[src/rtl/pwm_multi_ch_pkg.sv]
// Register map constants and CTRL field positions for the multi-channel PWM.
package pwm_multi_ch_pkg;

    localparam logic [7:0] REG_CTRL   = 8'h00;
    localparam logic [7:0] REG_PERIOD = 8'h04;
    localparam logic [7:0] REG_STATUS = 8'h08;
    localparam logic [7:0] REG_POL    = 8'h0C;
    localparam logic [7:0] REG_DUTY0  = 8'h10;

    localparam int unsigned CTRL_EN_BIT    = 0;
    localparam int unsigned CTRL_PRESC_LSB = 8;
    localparam int unsigned CTRL_PRESC_W   = 8;

    // Word index of a byte offset; the bus decodes address bits [7:2] only.
    function automatic logic [5:0] word_idx(input logic [7:0] off);
        return off[7:2];
    endfunction

endpackage

[src/rtl/pwm_multi_ch_ch.sv]
// One PWM channel: double-buffered duty register, compare against the shared
// counter, registered output with optional inversion.
module pwm_ch
    import pwm_multi_ch_pkg::*;
#(
    parameter int unsigned      CNT_W      = 12,
    parameter logic [CNT_W-1:0] RESET_DUTY = 'h800
) (
    input  logic             clk_i,
    input  logic             rst_ni,
    input  logic             we_i,
    input  logic [CNT_W-1:0] wdata_i,
    input  logic             load_i,
    input  logic             en_i,
    input  logic             pol_i,
    input  logic [CNT_W-1:0] cnt_i,
    output logic [CNT_W-1:0] duty_o,
    output logic             pwm_o
);

    logic [CNT_W-1:0] duty_sh_q;
    logic [CNT_W-1:0] duty_act_q;
    logic             pwm_q;
    logic             pwm_d;

    // Compare result gated by enable, then inverted when polarity is set.
    always_comb begin
        pwm_d = (en_i & (cnt_i < duty_act_q)) ^ pol_i;
    end

    // Shadow written by the bus; active copy only follows it on load.
    always_ff @(posedge clk_i or negedge rst_ni) begin
        if (!rst_ni) begin
            duty_sh_q  <= RESET_DUTY;
            duty_act_q <= RESET_DUTY;
            pwm_q      <= 1'b0;
        end else begin
            if (we_i)   duty_sh_q  <= wdata_i;
            if (load_i) duty_act_q <= duty_sh_q;
            pwm_q <= pwm_d;
        end
    end

    assign duty_o = duty_sh_q;
    assign pwm_o  = pwm_q;

endmodule

[src/rtl/pwm_multi_ch.sv]
// Multi-channel bus-mapped PWM: shared prescaler and period counter, one
// duty register per channel. Optional polarity register: PWM_POLARITY_EN.
module pwm_multi_ch
    import pwm_multi_ch_pkg::*;
#(
    parameter int unsigned      NUM_CH     = 4,
    parameter int unsigned      CNT_W      = 12,
    parameter logic [CNT_W-1:0] RESET_DUTY = 'h800,
    parameter logic [CNT_W-1:0] RESET_PER  = 'hFFF
) (
    input  logic              iCLK,
    input  logic              iRST,
    input  logic [31:0]       iADR,
    input  logic [31:0]       iDAT,
    input  logic              iWE,
    input  logic              iSTB,
    output logic              oACK,
    output logic [31:0]       oDAT,
    output logic [NUM_CH-1:0] oPWM
);

    logic              ack_q;
    logic [31:0]       dat_q;
    logic              en_q;
    logic [7:0]        presc_q;
    logic [7:0]        psc_cnt_q, psc_cnt_d;
    logic [CNT_W-1:0]  cnt_q, cnt_d;
    logic [CNT_W-1:0]  period_sh_q, period_act_q;
    logic              wrap_flag_q;
    logic [31:0]       rdata;
    logic [NUM_CH-1:0] pol;
    logic [NUM_CH-1:0] pwm;
    logic [CNT_W-1:0]  duty_rd [NUM_CH];

    logic [5:0] widx;
    logic       access, wr, tick, wrap, load;
    logic       sel_ctrl, sel_period, sel_status;
    logic       unused_bits;

    assign widx       = iADR[7:2];
    assign access     = iSTB & ~ack_q;
    assign wr         = access & iWE;
    assign sel_ctrl   = (widx == word_idx(REG_CTRL));
    assign sel_period = (widx == word_idx(REG_PERIOD));
    assign sel_status = (widx == word_idx(REG_STATUS));
    assign tick       = en_q & (psc_cnt_q == presc_q);
    assign wrap       = tick & (cnt_q == period_act_q);
    assign load       = wrap | ~en_q;
    assign unused_bits = ^{iADR[31:8], iADR[1:0], iDAT[31:16]};

`ifdef PWM_POLARITY_EN
    logic [NUM_CH-1:0] pol_q;

    // Polarity register; applies to the next output sample, no wrap sync.
    always_ff @(posedge iCLK or negedge iRST) begin
        if (!iRST) begin
            pol_q <= '0;
        end else if (wr && widx == word_idx(REG_POL)) begin
            pol_q <= iDAT[NUM_CH-1:0];
        end
    end
    assign pol = pol_q;
`else
    assign pol = '0;
`endif

    // Read mux; unmapped offsets and unused upper bits return zero.
    always_comb begin
        rdata = '0;
        if (sel_ctrl) begin
            rdata[CTRL_EN_BIT] = en_q;
            rdata[CTRL_PRESC_LSB +: CTRL_PRESC_W] = presc_q;
        end else if (sel_period) begin
            rdata = 32'(period_sh_q);
        end else if (sel_status) begin
            rdata[0] = wrap_flag_q;
        end
`ifdef PWM_POLARITY_EN
        else if (widx == word_idx(REG_POL)) begin
            rdata = 32'(pol);
        end
`endif
        for (int n = 0; n < NUM_CH; n++) begin
            if (widx == word_idx(REG_DUTY0) + 6'(n)) rdata = 32'(duty_rd[n]);
        end
    end

    // Bus handshake, CTRL/PERIOD/STATUS registers and active period copy.
    always_ff @(posedge iCLK or negedge iRST) begin
        if (!iRST) begin
            ack_q        <= 1'b0;
            dat_q        <= '0;
            en_q         <= 1'b0;
            presc_q      <= '0;
            period_sh_q  <= RESET_PER;
            period_act_q <= RESET_PER;
            wrap_flag_q  <= 1'b0;
        end else begin
            ack_q <= access;
            if (access) dat_q <= rdata;
            if (wr && sel_ctrl) begin
                en_q    <= iDAT[CTRL_EN_BIT];
                presc_q <= iDAT[CTRL_PRESC_LSB +: CTRL_PRESC_W];
            end
            if (wr && sel_period) period_sh_q <= iDAT[CNT_W-1:0];
            if (load) period_act_q <= period_sh_q;
            // Set wins over a simultaneous write-one-to-clear.
            wrap_flag_q <= wrap | (wrap_flag_q & ~(wr & sel_status & iDAT[0]));
        end
    end

    // Next state of prescaler and shared period counter.
    always_comb begin
        psc_cnt_d = psc_cnt_q;
        cnt_d     = cnt_q;
        if (!en_q) begin
            psc_cnt_d = '0;
            cnt_d     = '0;
        end else if (tick) begin
            psc_cnt_d = '0;
            cnt_d     = wrap ? '0 : cnt_q + CNT_W'(1);
        end else begin
            psc_cnt_d = psc_cnt_q + 8'd1;
        end
    end

    // Timebase registers.
    always_ff @(posedge iCLK or negedge iRST) begin
        if (!iRST) begin
            psc_cnt_q <= '0;
            cnt_q     <= '0;
        end else begin
            psc_cnt_q <= psc_cnt_d;
            cnt_q     <= cnt_d;
        end
    end

    for (genvar n = 0; n < NUM_CH; n++) begin : g_ch
        pwm_ch #(
            .CNT_W      (CNT_W),
            .RESET_DUTY (RESET_DUTY)
        ) u_ch (
            .clk_i   (iCLK),
            .rst_ni  (iRST),
            .we_i    (wr && (widx == word_idx(REG_DUTY0) + 6'(n))),
            .wdata_i (iDAT[CNT_W-1:0]),
            .load_i  (load),
            .en_i    (en_q),
            .pol_i   (pol[n]),
            .cnt_i   (cnt_q),
            .duty_o  (duty_rd[n]),
            .pwm_o   (pwm[n])
        );
    end

    assign oACK = ack_q;
    assign oDAT = dat_q;
    assign oPWM = pwm;

endmodule

[config.mk]
export PLATFORM = sky130hd
export DESIGN_NAME = pwm_multi_ch
export DESIGN_NICKNAME = d
export VERILOG_FILES = /design/src/rtl/pwm_multi_ch_pkg.sv /design/src/rtl/pwm_multi_ch_ch.sv /design/src/rtl/pwm_multi_ch.sv
export SDC_FILE = /design/constraint.sdc
export NUM_CORES = 1
export LEC_CHECK = 0
export ABC_AREA = 1
export BUFFER_PORTS_ARGS = -buffer_cell sky130_fd_sc_hd__buf_2
export CAP_MARGIN = 20
export CORE_UTILIZATION = 30
export CTS_CLUSTER_DIAMETER = 200
export DETAILED_ROUTE_END_ITERATION = 8
export GPL_TIMING_DRIVEN = 0
export HOLD_SLACK_MARGIN = 0.15
export SLEW_MARGIN = 20
export SYNTH_ARGS = -nofsm -noshare
export SYNTH_HDL_FRONTEND = slang
export SYNTH_SLANG_ARGS = --single-unit
export TNS_END_PERCENT = 10
[constraint.sdc]
create_clock -name iCLK -period 1.7 [get_ports iCLK]
set_clock_uncertainty 0.2 [all_clocks]
set_input_delay 0.255 -clock iCLK [delete_from_list [all_inputs] [get_ports iCLK]]
set_output_delay 0.255 -clock iCLK [all_outputs]
set_load 0.02 [all_outputs]
# == Word-level counts from Yosys, hierarchy flattened ==
# Cells that the tools add are included.
# op_classes
addsub,2
order_cmp,4
eq_ne,9
n_mux,16
bitwise,16
n_reduce_logical,7
# op_table
cell,n
$mux W32,4
$lt A12 B12 Y1,4
$mux W12,3
$eq A6 B3 Y1 const B,4
$mux W8,3
$mux W16,1
$add A12 B1 Y12 const B,1
$eq A12 B12 Y1,1
$and A1 B1 Y1,11
$mux W11,1
$add A8 B1 Y8 const B,1
$eq A8 B8 Y1,1
$mux W7,1
$eq A6 B1 Y1 const B,1
$eq A6 B2 Y1 const B,1
$logic_and A1 B1 Y1,6
$logic_not A6 Y1,1
$mux W1,3
$not A1 Y1,3
$ne A2 B1 Y1 const B,1
$or A1 B1 Y1,2
# word_totals
register_bits,187
input_bits,68
out_inout_bits,37
elab_cells,75

# == Logic depth before layout (Yosys ltp) ==
# Gate-level depths: netlist of the first run.
# logic_depth
depth_word,8
depth_mapped,11
mapped_depth_nobuf,10

# == Modules after synthesis ==
# Synthesis of the first run repeated with hierarchy kept, for this count alone.
# unflattened
cells_unflattened,1163
hier_area_um2,9283.9
# by_module_without_submodules
mod,instances,cells_per_inst,area_per_inst_um2,seq_area_each_um2
pwm_ch,4,130,1231.2,628.1
pwm_multi_ch,1,643,4359.2,1806.7

# == Worst setup path after synthesis of the first run ==
# No wires, ideal clock.
# synth_timing
path_type,reg2reg
startpoint,"register ack_q, in the netlist oACK"
endpoint,register presc_q[3]
setup_ns,0.127
t_arrival_ns,1.390
t_required_ns,1.373
setup_slack_ns,-0.017
stages_incl_launch_ff,8
path_buffers,1
synth_period_minus_slack_ns,1.717
path_cell_list,dfrtp_1 -> nor2_2 -> inv_2 -> nor2_4 -> nand2_1 -> buf_2 -> nand2_1 -> o21ai_0
# synth_between
elab_chain_len,4
# synth_lines
item,line_no,text
start: declaration,pwm_multi_ch.sv:22,logic ack_q;
start signal: assignment,pwm_multi_ch.sv:99,ack_q <= access;
$not A1 Y1,pwm_multi_ch.sv:41,assign access = iSTB & ~ack_q;
$and A1 B1 Y1,pwm_multi_ch.sv:41,
$and A1 B1 Y1,pwm_multi_ch.sv:42,assign wr = access & iWE;
$logic_and A1 B1 Y1,pwm_multi_ch.sv:101,if (wr && sel_ctrl) begin
end signal: assignment,pwm_multi_ch.sv:103,presc_q <= iDAT[CTRL_PRESC_LSB +: CTRL_PRESC_W];
end: declaration,pwm_multi_ch.sv:25,logic [7:0] presc_q;
# Every way passes these cells.
# A chain may end at the register's enable or synchronous reset.

# == Final worst setup path of the first run ==
# layout_timing
startpoint,register period_act_q[9]
endpoint,register g_ch[2].u_ch.duty_act_q[0]
# layout_between
elab_chain_len,3
# layout_lines
item,line_no,text
start: declaration,pwm_multi_ch.sv:28,"logic [CNT_W-1:0] period_sh_q, period_act_q;"
start signal: assignment,pwm_multi_ch.sv:106,if (load) period_act_q <= period_sh_q;
$eq A12 B12 Y1,pwm_multi_ch.sv:47,assign wrap = tick & (cnt_q == period_act_q);
$and A1 B1 Y1,pwm_multi_ch.sv:47,
$or A1 B1 Y1,pwm_multi_ch.sv:48,assign load = wrap | ~en_q;
end signal: assignment,pwm_multi_ch_ch.sv:39,if (load_i) duty_act_q <= duty_sh_q;
end: declaration,pwm_multi_ch_ch.sv:22,logic [CNT_W-1:0] duty_act_q;
# Every way passes these cells.

==> results.ini, run 1 <==
[hold_path]
min_path_type = in -> reg
hold_start = iSTB
min_path_cells = 7
holdPathEnd = oDAT[9]

[clock_network]
holdBufCountCts = 26
clk_pin_slew_ns = 0.06
cts_tree = yes
clock_latency_ns = 0.44
root_buffer = clkbuf_16
numCtsBuffers = 17
clock_sinks = 171
htreeDepth = 4
ctsLongestPathBuffers = 2

[detailed_routing]
drt-initial-drc-count = 646
num_vias = 8000
wirelength_um = 26600
ant_nets = 0
drcViolationCount = 0
vias_per_cell = 4.65
drt_pass1_iterations = 5
route.detailed.wl_per_inst_um = 15.4

[power_and_ir_drop]
total_power_mw = 9.88
cellPowerDensity_nw_per_um2 = 858
vdd_ir_drop_max_v = 0.000687
p_leak_nw = 5.78

[layout]
area_delta_synth_final_pct = 26.8
fill_cells = 3026
fin_util = 0.387
layout_common_cells = 390 x nand2_1, 129 x inv_1, 126 x dfrtp_1, 79 x o21ai_0, 74 x nand3_1
nNetsFinal = 1433
final_layout_size_suffix_gt1_frac = 0.218
final_common_cell = nand2_1
diodes = 0
final_area_um2 = 11500

[placement]
hpwl_um = 18600
place_ws_ns = -0.553
gp_congestion = 0.878
io_buffer_count = 45
place_area_um2 = 9890

[outcome]
status = complete, but fails checks
violations = negative setup slack

[logic_synthesis]
synthCells = 1169
ys_types = 28
synth_area_um2 = 9070
ys_warn_count = 0
ys.flop_type = dfrtp_1
synth.avg_cell_area_um2 = 7.76
synth-seq-area-share = 0.476
postSynth.asyncResetShare = 1.00
ys_ff_latch = 171
synth_edf_count = 0

[critical_path]
reg2reg_setup_slack_ns = -0.24
crit_path_start_kind = flip-flop
crit_path_end_kind = flip-flop
critPathKind = reg -> reg
max_stage_delay_ns = 0.57
r2r_start = period_act_q[9]
worstPathMaxFanout = 5
cp_data_arrival_time_ns = 2.06
crit_buf_inv = 3
crit_family = simple AND/OR/NAND/NOR gates
timing.rr.end = g_ch[2].u_ch.duty_act_q[0]
cp_cell_sequence = inv_2, nand2_1, nand2_1, nor2_1, nand2_2, nor2_4, buf_6, nand3_4, buf_4, nand3_1, nand2_1
slowest_stage = dfstp_2
crit_required_ns = 1.82
r2r_cells = 11
cpMostUsedCell = nand2_1

[grt]
grt_pass1_wl_um = 42600
grtUsageTotal = 0.179
overflow = 0
grt_start_max_net_pins = 94
antenna_found_initial = 0
grt_pass1_vias = 7895

[timing]
slew_violations = 0
hold_viol = 0
worst_slack_ns = -0.241
tightest_slew_ns = 0.629
setup_violations = 151
rsz0062_at_grt = true
max_freq_mhz = 515
relSlewSlack = 0.581
fin_tns_setup_ns = -17.70
min_period_ns = 1.94
post-route-period-util = 1.14

[die]
start_util = 0.305
rows = 63
coreArea_um2 = 29700
die-area_um2 = 30900
die_w_um = 176
io_pins = 105
die_h_um = 176

[run]
maxCapViolCount = 0

==> Yosys cell counts, types with 7 or more instances <==
library cell	n	area (µm²)
buf_4	20	150
dfstp_2	32	841
nand2_1	421	1580
o21ai_0	97	485
clkbuf_1	17	63.8
nor2_1	55	206
buf_2	12	60.1
dfrtp_1	139	3480
inv_1	136	510
a21oi_1	33	165
ha_1	46	576
xor2_1	7	61.3
nand3_1	80	400
nand4_1	34	213
==> power by group <==
group          switching [mW]  internal (mW)  total (mW)  leakage (nW)
logic                   0.744          0.441        1.19          3.28
registers               0.185           4.33        4.51          2.20
clock network            1.66           2.52        4.18         0.297
total                    2.59           7.29        9.88          5.78
==> per-stage QoR <==
step | hold WS (ns) | cells
floorplan | -0.241 | 1184
global placement | 0.260 | 1619
detailed placement | 0.0940 | 1620
CTS | 0.0984 | 1707
global route | 0.123 | 1722
finish | 0.107 | 1722
==> sequential cells by signal, indices dropped and copies added (netlist names) <==
signal	count
cnt_q	12
en_q	1
g_ch.u_ch.duty_act_q	48
g_ch.u_ch.duty_o	48
g_ch.u_ch.pwm_o	4
oACK	1
oDAT	16
period_act_q	12
period_sh_q	12
presc_q	8
psc_cnt_q	8
wrap_flag_q	1
==> repair_timing <==
item,4_1_cts,5_1_grt
cloned,2,4
buffers inserted,27,11
gates resized for setup,76,76
setup endpoints to repair,154,168
hold endpoints to repair,157,4
pin swaps,6,13
==> routing by layer <==
metal  GRT usage  share of wire  wire length (µm)  up-vias
met5           0              0                 0        -
met4      0.0707          0.033               886        0
met3      0.0268          0.038              1020       41
met2       0.287           0.47             12500      201
met1       0.240           0.46             12200     3781
li1            -              -                 -     3977
==> final cells by class <==
class,count,area (µm²),share of cell area
sequential,171,4340,0.377
timing repair buffer,115,893,0.0777
tap,390,488,0.0424
multi-input combinational,814,4180,0.363
clock inverter,8,131,0.0114
clock buffer,24,502,0.0436
inverter,141,532,0.0462
buffer,59,445,0.0387
==> how the worst max path moves through the flow <==
stage / slack [ns] / to / startpoint / depth (start not counted)
finish: -0.24 / g_ch[2].u_ch.duty_act_q[0] / period_act_q[9] / 11
global route: -0.34 / g_ch[1].u_ch.duty_act_q[0] / period_act_q[1] / 11
CTS: -0.22 / g_ch[1].u_ch.duty_act_q[2] / period_act_q[0] / 11
detailed placement: -0.55 / cnt_q[9] / psc_cnt_q[5] / 10
global placement: -2.61 / cnt_q[8] / iRST / 1
floorplan: -0.006 / g_ch[1].u_ch.duty_act_q[10] / cnt_q[4] / 9
==> worst min-delay path, delay by kind of cell <==
family / cells / cell delay, ns
buffers and inverters: 3 / 0.21
AO/OA/AOI/OAI: 1 / 0.07
AND/OR/NAND/NOR: 3 / 0.16
==> kinds of logic after synthesis <==
| logic type | synth area share |
|---|---|
| AOI/OAI and AO/OA | 0.0723 |
| xor gates and xnor gates | 0.00965 |
| adders and majority gates | 0.0634 |
| buffers and inverters | 0.0976 |
| DFF | 0.476 |
| other | 0.000413 |
| and+or+nand+nor | 0.281 |
No activity file was read; power rests on OpenSTA's default activity.
==> inputs of run 2 (changes only) <==
--- a/config.mk
+++ b/config.mk
@@ -11,7 +11,6 @@
 export CORE_UTILIZATION = 30
 export CTS_CLUSTER_DIAMETER = 200
 export DETAILED_ROUTE_END_ITERATION = 8
-export GPL_TIMING_DRIVEN = 0
 export HOLD_SLACK_MARGIN = 0.15
 export SLEW_MARGIN = 20
 export SYNTH_ARGS = -nofsm -noshare
==> run 2 against run 1 <==
- via count up 1.8%
- worst setup slack improved by 0.024 ns
- flip-flop and latch count unchanged
- the flow still finishes with violations (negative setup slack)
- hold slack improved by 0.065 ns
- utilization rose by 0.69 points
- fmax increased by 1.2%
- sequential power is essentially flat
- clock power shrank 1%
==> results.ini, run 2 (synthesis gave the netlist of run 1 again) <==
[outcome]
status = complete, but fails checks
violations = negative setup slack

[timing]
post-route-period-util = 1.13
rsz0062_at_grt = true
relSlewSlack = 0.632
hold_ws_ns = 0.172
worst_slack_ns = -0.217
max_freq_mhz = 522
hold_viol = 0
min_period_ns = 1.92
tightest_slew_ns = 0.550
slew_violations = 0
setup_violations = 78

[placement]
io_buffer_count = 46
gp_congestion = 0.865
hpwl_um = 18900

[die]
die_h_um = 176
coreArea_um2 = 29700
die_w_um = 176
start_util = 0.305
rows = 63
io_pins = 105
die-area_um2 = 30900

[critical_path]
reg2reg_setup_slack_ns = -0.22
timing.rr.end = g_ch[2].u_ch.duty_act_q[1]
crit_buf_inv = 3
r2r_cells = 11
max_stage_delay_ns = 0.53
slowest_stage = dfstp_2
crit_path_end_kind = flip-flop
cpMostUsedCell = nand2_1
crit_required_ns = 1.82
cp_data_arrival_time_ns = 2.03
r2r_start = period_act_q[10]
critPathKind = reg -> reg
cp_cell_sequence = inv_1, nand2_1, nand2_1, nor2_1, nand2_1, nor2_2, nand3_4, buf_6, buf_12, nand3_1, nand2_1
crit_path_start_kind = flip-flop
worstPathMaxFanout = 20
crit_family = simple AND/OR/NAND/NOR gates

[detailed_routing]
ant_nets = 0
route.detailed.wl_per_inst_um = 15.3
drt_pass1_iterations = 5
num_vias = 8148
drcViolationCount = 0
wirelength_um = 26400
drt-initial-drc-count = 563
vias_per_cell = 4.72

[clock_network]
clock_sinks = 171
numCtsBuffers = 17
ctsLongestPathBuffers = 2
root_buffer = clkbuf_16
clock_latency_ns = 0.43
clk_pin_slew_ns = 0.06
cts_tree = yes
htreeDepth = 4

[grt]
grtUsageTotal = 0.176
grt_pass1_wl_um = 42300
overflow = 0
grt_start_max_net_pins = 64
grt_pass1_vias = 7854
antenna_found_initial = 0

[layout]
diodes = 0
layout_common_cells = 402 x nand2_1, 134 x inv_1, 134 x dfrtp_1, 94 x o21ai_0, 84 x buf_4
area_delta_synth_final_pct = 29.0
fin_util = 0.394
nNetsFinal = 1439
final_layout_size_suffix_gt1_frac = 0.221
final_common_cell = nand2_1

[hold_path]
min_path_type = in -> reg
min_path_cells = 6
hold_start = iADR[5]
holdPathEnd = wrap_flag_q

[power_and_ir_drop]
total_power_mw = 9.86
vdd_ir_drop_max_v = 0.000625
cellPowerDensity_nw_per_um2 = 842
p_leak_nw = 5.94

[run]
maxCapViolCount = 0

run 2: changes by cell type in the layout (fill, tap and decap cells not counted), sizes merged:
cell	delta
clkinvlp	-2
inv	+1
dlymetal6s4s	-3
clkbuf	-19
buf	+25
dlygate4sd3	-1
clkinv	+6
nand3	-1
run 2: per-layer routing:
| layer | wire [µm] | global-route usage |
|---|---|---|
| met2 | 12800 | 0.289 |
| met4 | 765 | 0.0587 |
| met1 | 11900 | 0.236 |
| met5 | 0 | 0 |
| met3 | 994 | 0.0271 |
run 2: worst max path at each step:
| stage | startpoint | to | slack (ns) | cells past startpoint |
|---|---|---|---|---|
| after floorplan | cnt_q[4] | g_ch[1].u_ch.duty_act_q[10] | -0.006 | 9 |
| final | period_act_q[10] | g_ch[2].u_ch.duty_act_q[1] | -0.22 | 11 |
| after global placement | psc_cnt_q[6] | psc_cnt_q[5] | -0.33 | 10 |
| after CTS | period_act_q[10] | g_ch[1].u_ch.duty_act_q[10] | -0.19 | 11 |
| after detailed placement | psc_cnt_q[6] | psc_cnt_q[5] | -0.33 | 10 |
| after global routing | period_act_q[3] | g_ch[2].u_ch.duty_act_q[0] | -0.34 | 11 |
run 2: layout make-up:
class / instances / area, µm²
fill: 2969 / 18000
sequential: 171 / 4330
multi-input combinational: 813 / 4150
timing repair buffer: 181 / 1600
inverter: 141 / 529
tap: 390 / 488
clock buffer: 19 / 453
clock inverter: 13 / 166
run 2: tightest hold or removal path: stages:
cell,delay (ns)
buf_2,0.09
nor2_1,0.07
buf_4,0.14
nand4_1,0.08
o21ai_0,0.08
nand2_1,0.06
run 2: timing repair:
action	CTS	global route
setup endpoints to repair	85	100
hold buffers	22	0
hold endpoints to repair	242	0
pin swaps	2	11
setup buffers	0	0
gates cloned	0	3
gates resized for setup	28	43
run 2: where the power goes:
part,switching (mW),internal (mW)
clock,1.71,2.41
combinational,0.760,0.497
sequential,0.163,4.32
total,2.63,7.23
run 2: per-stage QoR:
stage	setup slack, ns	TNS [ns]	cell area (µm²)	std cells
global placement	-0.327	-14.20	10500	1671
floorplan	-0.00595	-0.260	9140	1184
finish	-0.217	-11.56	11700	1728
CTS	-0.185	-9.83	11500	1725
detailed placement	-0.334	-16.21	10500	1671
global route	-0.344	-20.85	11700	1728
